### src/rtl/regfile_write_arbiter.sv
// Two-port register-file write arbiter with one-entry slots, round-robin
// between distinct registers and age ordering for same-register writes.
module regfile_write_arbiter (
  input  logic        clk,
  input  logic        rst_n,
  input  logic        req0_valid,
  input  logic [3:0]  req0_reg,
  input  logic [15:0] req0_data,
  output logic        req0_ready,
  input  logic        req1_valid,
  input  logic [3:0]  req1_reg,
  input  logic [15:0] req1_data,
  output logic        req1_ready,
  output logic        WriteReg,
  output logic [3:0]  DstReg,
  output logic [15:0] DstData,
  output logic [15:0] pending_mask
);

  logic        v0_q, v1_q, v0_d, v1_d;
  logic [3:0]  r0_q, r1_q;
  logic [15:0] d0_q, d1_q;
  logic        last_q, last_d;
  logic        order_q, order_d;
  logic        we_q;
  logic [3:0]  dreg_q;
  logic [15:0] ddata_q;
  logic        g0, g1, ld0, ld1;
  logic [3:0]  greg;
  logic [15:0] gdata;
  logic [15:0] mask;

  // order_q=1 means slot 1 holds the older write
  always_comb begin
    g0 = 1'b0;
    g1 = 1'b0;
    unique case (1'b1)
      (v0_q & v1_q): begin
        g1 = (r0_q == r1_q) ? order_q : ~last_q;
        g0 = ~g1;
      end
      (v0_q & ~v1_q): g0 = 1'b1;
      (~v0_q & v1_q): g1 = 1'b1;
      default: ;
    endcase
  end

  assign req0_ready = ~v0_q | g0;
  assign req1_ready = ~v1_q | g1;
  assign ld0 = req0_valid & req0_ready;
  assign ld1 = req1_valid & req1_ready;

  assign v0_d = ld0 | (v0_q & ~g0);
  assign v1_d = ld1 | (v1_q & ~g1);
  assign greg  = g1 ? r1_q : r0_q;
  assign gdata = g1 ? d1_q : d0_q;

  always_comb begin
    last_d = last_q;
    if (g1) last_d = 1'b1;
    else if (g0) last_d = 1'b0;
  end

  always_comb begin
    order_d = order_q;
    if (ld0 & ld1) order_d = 1'b0;
    else if (ld0 & v1_q & ~g1) order_d = 1'b1;
    else if (ld1 & v0_q & ~g0) order_d = 1'b0;
  end

  always_comb begin
    mask = 16'h0000;
    if (v0_q) mask[r0_q] = 1'b1;
    if (v1_q) mask[r1_q] = 1'b1;
    mask[0] = 1'b0;
  end

  always_ff @(posedge clk or negedge rst_n) begin
    if (!rst_n) begin
      v0_q    <= 1'b0;
      v1_q    <= 1'b0;
      r0_q    <= 4'h0;
      r1_q    <= 4'h0;
      d0_q    <= 16'h0000;
      d1_q    <= 16'h0000;
      last_q  <= 1'b1;
      order_q <= 1'b0;
      we_q    <= 1'b0;
      dreg_q  <= 4'h0;
      ddata_q <= 16'h0000;
    end else begin
      v0_q    <= v0_d;
      v1_q    <= v1_d;
      last_q  <= last_d;
      order_q <= order_d;
      if (ld0) begin
        r0_q <= req0_reg;
        d0_q <= req0_data;
      end
      if (ld1) begin
        r1_q <= req1_reg;
        d1_q <= req1_data;
      end
      we_q <= (g0 | g1) & (greg != 4'h0);
      if (g0 | g1) begin
        dreg_q  <= greg;
        ddata_q <= gdata;
      end
    end
  end

  assign WriteReg     = we_q;
  assign DstReg       = dreg_q;
  assign DstData      = ddata_q;
  assign pending_mask = mask;

endmodule
### config.mk
export PLATFORM = sky130hd
export DESIGN_NAME = regfile_write_arbiter
export DESIGN_NICKNAME = d
export VERILOG_FILES = /design/src/rtl/regfile_write_arbiter.sv
export SDC_FILE = /design/constraint.sdc
export NUM_CORES = 1
export LEC_CHECK = 0
export CAP_MARGIN = 20
export CORE_ASPECT_RATIO = 0.5
export CORE_UTILIZATION = 35
export DETAILED_ROUTE_END_ITERATION = 16
export PLACE_DENSITY_LB_ADDON = 0.1
export SYNTH_ARGS = -nofsm -noshare
export SYNTH_HDL_FRONTEND = slang
export SYNTH_SLANG_ARGS = --single-unit
### constraint.sdc
create_clock -name clk -period 2.5 [get_ports clk]
set_input_delay 0.75 -clock clk [delete_from_list [all_inputs] [get_ports clk]]
set_output_delay 0.75 -clock clk [all_outputs]
set_load 0.005 [all_outputs]
# ---- Yosys cells after proc, flatten, opt, wreduce, memory -nomap -nowiden
# Index checks and enable logic that the tools add are counted.
dict set report classes {
  magnitude_cmp 4
  reduce_logical 5
  muxes 16
  n_eq_ne 1
  bitwise_logic 25
}
# op count
set ops {}
lappend ops {{2-to-1 mux 16 bit} 3}
lappend ops {{OR 16 bit} 1}
lappend ops {{AND 1 bit} 13}
lappend ops {{< comparator 4 x 5 -> 1 bit, second input constant} 2}
lappend ops {{demux 1 bit (select 4 bit)} 2}
lappend ops {{>= comparator 4 x 1 -> 1 bit, second input constant} 2}
lappend ops {{2-to-1 mux 1 bit} 8}
lappend ops {{inverter 1 bit} 6}
lappend ops {{OR 1 bit} 5}
lappend ops {{equality test 4 bit} 1}
lappend ops {{2-to-1 mux 4 bit} 1}
lappend ops {{case mux 1 bit (2 select lines)} 2}
lappend ops {{nonzero test 4 bit} 1}
lappend ops {{nonzero test 3 bit} 1}
lappend ops {{logical AND 1 bit} 2}
lappend ops {{nonzero test 2 bit} 1}
dict set report totals {
  inputBits 44
  output_inout_bits 39
  word_cells 62
  reg_bits 65
}

# ---- Logic depth before layout (Yosys ltp)
dict set report logic_depth {
  word_depth 10
  mapped_depth 7
  ltp_nobuf 4
}

# ---- Least setup slack after synthesis
# No wires, ideal clock.
dict set report synth_timing {
  path_type {reg2reg}
  startpoint {register r1_q[0]}
  endpoint {register ddata_q[0] (netlist: DstData[0])}
  slack_ns 0.165
  setup_ns 0.125
  t_arrival_ns 2.210
  synth_period_minus_slack_ns 2.335
  t_required_ns 2.375
  path_stages_with_launch 8
  cell_sequence {dfrtp_1 buf_6 xor2_2 or4_4 buf_6 o311ai_4 buf_8 mux2_4}
}
dict set report synth_via {
  elab_chain_cells 5
}
# item line_no
set synth_lines {}
lappend synth_lines {{start, declared} 21} ;# logic [3:0] r0_q, r1_q;
lappend synth_lines {{start signal, assigned} 101} ;# r1_q <= req1_reg;
lappend synth_lines {{equality test 4 bit (*)} 39} ;# g1 = (r0_q == r1_q) ? order_q : ~last_q;
lappend synth_lines {{2-to-1 mux 1 bit (*)} 39}
lappend synth_lines {{inverter 1 bit} 40} ;# g0 = ~g1;
lappend synth_lines {{case mux 1 bit (2 select lines)} 37} ;# unique case (1'b1)
lappend synth_lines {{OR 1 bit} 105} ;# if (g0 | g1) begin
lappend synth_lines {{end signal, assigned} 107} ;# ddata_q <= gdata;
lappend synth_lines {{end, declared} 27} ;# logic [15:0] ddata_q;
# Mark *: on every way between the ends. The rest lies on a longest branch, timed or not.
# A chain may end at the register's enable or synchronous reset.

# ---- Worst setup path in the final report
dict set report layout_timing {
  startpoint {register r0_q[0]}
  endpoint {output port req1_ready}
}
dict set report layout_via {
  elab_chain_cells 4
}
# item line_no
set layout_lines {}
lappend layout_lines {{start, declared} 21}
lappend layout_lines {{start signal, assigned} 97} ;# r0_q <= req0_reg;
lappend layout_lines {{equality test 4 bit} 39}
lappend layout_lines {{2-to-1 mux 1 bit} 39}
lappend layout_lines {{case mux 1 bit (2 select lines)} 37}
lappend layout_lines {{OR 1 bit} 49} ;# assign req1_ready = ~v1_q | g1;
lappend layout_lines {{end, declared} 13} ;# output logic req1_ready,
# No other way between the ends.

==> run_results.csv <==
group,metric,value,unit
layout,layout_overhead_on_the_synthesized_area,59.29,%
logic_synthesis,synth_enable_flop_cells,0,
drt,ant_nets,0,
outcome,violations_in_the_final_reports,"negative setup slack",
floorplanning,horizontal_extent_of_the_die,137.3,microns
timing,setup_tns,-2664,ps
logic_synthesis,post-synth-top-area-fraction,49.96,%
worst_setup_path,largest_fanout_on_the_critical_path,2,
drt,drc,0,
logic_synthesis,yosys_warnings,0,
power_and_ir_drop,power.density,1172,nW/um^2
floorplanning,placeableCoreArea,8798,sq um
clocking,cts_buffers,9,
drt,drtPass1Iterations,4,
logic_synthesis,synth_async_sr_flop_share,100.0,%
floorplanning,die-area,9568,sq um
drt,routed_wire_length_per_instance,18.56,microns
global_route,grt_util_all_layers,18.41,%
logic_synthesis,mappedNetlistNets,287,
drt,drt-vias-per-instance,5.105,
clocking,cts_hold_repair.buffers,0,
power_and_ir_drop,vdd_ir_drop_max,0.5382,mV
timing,final.min_clock_period,2648,ps
global_route,grt_start_max_net_pins,31,
timing,tightest_slew,532.4,ps
logic_synthesis,synthFlopType,"sky130_fd_sc_hd__dfrtp_1",
logic_synthesis,synth_seq_cells,65,
timing,fin_worst_skew,8.200,ps
clocking,cts_tree,"done",
placement,numPlacedInstances,451,
worst_setup_path,worst_ep_required_time,1750,ps
placement,place_congestion,0.7713,
worst_setup_path,cp-end-kind,"output pin",
global_route,grt_pass1_wl,13030,microns
logic_synthesis,post-synth-top-count-cell,"sky130_fd_sc_hd__dfrtp_1",
drt,drt_wl_total,9040,microns
drt,met1Wirelength,4170,microns
placement,port_buffers,81,
clocking,cts_htree_levels,3,
layout,filler_cell_count,712,
worst_setup_path,crit_type,"register to output pin",
clocking,cts_buffer_depth,2,
worst_setup_path,worstPathCellList,"xor2_2 > or4_4 > buf_6 > nor3_4 > a21oi_2 > buf_2",
timing,setup_viol,38,
global_route,antenna_found_initial,0,
timing,min_period_over_period,105.9,%
timing,worst_hold_slack_across_all_endpoints,333.1,ps
layout,nets,410,
worst_setup_path,slowest_delay,560,ps
worst_setup_path,crit_arrival,1900,ps
timing,maxSlewViolCount,0,
clocking,clk_pin_slew,60,ps
layout,number_of_cells_in_the_finished_layout_apart_from_fillers,487,
drt,num_vias,2486,
drt,top_layer,"met4",
layout,antenna_cells,0,
logic_synthesis,syn_area,3206,sq um
clocking,clock_insertion_delay_at_the_later_pin_of_the_skew_report,330,ps
layout,post_route_cells_drive_above_1_share,46.76,%
global_route,vias_in_the_first_global_route,2570,
worst_setup_path,crit_path_start_kind,"register",
logic_synthesis,synthesis.area_per_instance,13.19,sq um
clocking,clkSinkCount,65,
logic_synthesis,synthDominantAreaCellType,"sky130_fd_sc_hd__dfrtp_1",
drt,drt_iter0_markers,128,
floorplanning,starting_utilization_of_the_core_area,36.43,%
drt,met3WireLength,445,microns
job,maxCapViolations,0,
outcome,run_status,"finished, violations left",
worst_hold_path,hold_class,"primary input to asynchronous set/reset pin",
logic_synthesis,synth.yosys.seq_area_share,50.78,%
clocking,clock-root-buffer,"sky130_fd_sc_hd__clkbuf_16",
floorplanning,die-height,69.67,microns
logic_synthesis,synth.top_cells.by_area,"sky130_fd_sc_hd__dfrtp_1 (50%), sky130_fd_sc_hd__mux2_2 (21%), sky130_fd_sc_hd__mux2_4 (4.2%), sky130_fd_sc_hd__o22ai_1 (2.3%), sky130_fd_sc_hd__mux2i_1 (1.6%)",
power_and_ir_drop,power_leakage,2.323,nW
logic_synthesis,synth.distinct_cells,41,
timing,final_hold_viol_count,0,
power_and_ir_drop,report.power.total,5.983,mW
logic_synthesis,synthesized_instance_count,243,
timing,grt_setup_unrepaired,"yes",
logic_synthesis,post_synth_most_frequent_cells,"sky130_fd_sc_hd__dfrtp_1 (64), sky130_fd_sc_hd__mux2_2 (61), sky130_fd_sc_hd__o22ai_1 (12)",
timing,fin_ws,-148.3,ps
global_route,globalRouteOverflowTotal,0,
placement,dpl.hpwl,5473,microns
floorplanning,count_of_standard_cell_rows,24,
timing,max_freq,377.6,MHz
floorplanning,top_level_ports,83,
worst_setup_path,cp_slowest_cell,"sky130_fd_sc_hd__or4_4",
timing,timing.slew.headroom,64.04,%
drt,route.met2.wl,4328,microns
==> per-stage QoR <==
stage	util [%]	cell area, sq um	setup slack, ps
2_1_floorplan	-	3206	164.6
5_1_grt	58.03	5106	-209.3
3_5_place_dp	48.92	4304	-127.4
6_report	58.03	5106	-148.3
4_1_cts	54.29	4777	-196.7
3_3_place_gp	48.92	4304	-107.2
==> logic make-up after synthesis <==
group | count (synthesis) | synth area share (%)
xor+xnor | 4 | 1.561
compound gates | 34 | 8.587
flops | 65 | 50.78
buf+inv | 23 | 4.371
simple gates | 39 | 6.675
other cells | 1 | 0.1170
mux | 77 | 27.91
==> registers in the layout (all words and copies together), names as in the netlist <==
signal and count:
last_q 1, v1_q 1, r0_q 4, r1_q 4
WriteReg 1, DstData 16, d1_q 16, DstReg 4
v0_q 1, d0_q 16, order_q 1
==> cell type report <==
| cell class | count | area [sq um] | area share (%) |
|---|---|---|---|
| tap | 117 | 146.4 | 2.867 |
| sequential | 65 | 1629 | 31.90 |
| multi-input combinational | 155 | 1710 | 33.50 |
| clock buffer | 11 | 252.7 | 4.950 |
| clock inverter | 4 | 28.78 | 0.5636 |
| timing repair buffer | 130 | 1320 | 25.85 |
| inverter | 5 | 18.77 | 0.3676 |
==> where the power goes <==
group          total, mW  internal (mW)  switching (mW)
Sequential          1.78           1.49           0.294
Clock               1.16          0.718           0.444
Combinational       3.04           1.89            1.15
==> worst max-delay path: cells and delay by family (launching register included) <==
family | cells | cell delay, ps
XOR/XNOR | 1 | 180
AND/OR/NAND/NOR | 2 | 690
AO/OA/AOI/OAI | 1 | 40
buffers and inverters | 2 | 270
flip-flops | 1 | 400
==> final timing paths <==
path,from,to,slack (ps),cells after the start
worst max-delay path,r0_q[0],req1_ready,-150,6
worst min-delay path,rst_n,DstData[7],330,1
worst max register to register,r0_q[0],DstData[8],-130,10
worst min register to register,d1_q[12],DstData[12],510,1
max in group asynchronous,rst_n,last_q,1570,2
min in group clk,d1_q[12],DstData[12],510,1
==> routing by layer <==
metal	global-route usage [%]	vias to the layer above
met3	5.702	9
li1	-	1135
met1	22.59	1256
met2	30.75	86
met5	0	-
met4	5.983	0
==> what timing repair did <==
item,CTS,global route
pin swaps,8,4
endpoints found under the setup margin,17,63
buffers inserted,11,5
resized for setup,61,55
gates cloned,0,5
==> cell usage in the layout (no fill, tap or decap), drive strengths merged, types with 5 or more instances in the layout <==
cell           instances
o22ai                 12
buf                   50
nand3                  5
mux2i                  5
dlygate4sd2            8
clkdlybuf4s50         63
nand2                 11
dfrtp                 64
mux2                  72
clkbuf                19
inv                    5
(Power assumes the default switching activity.)
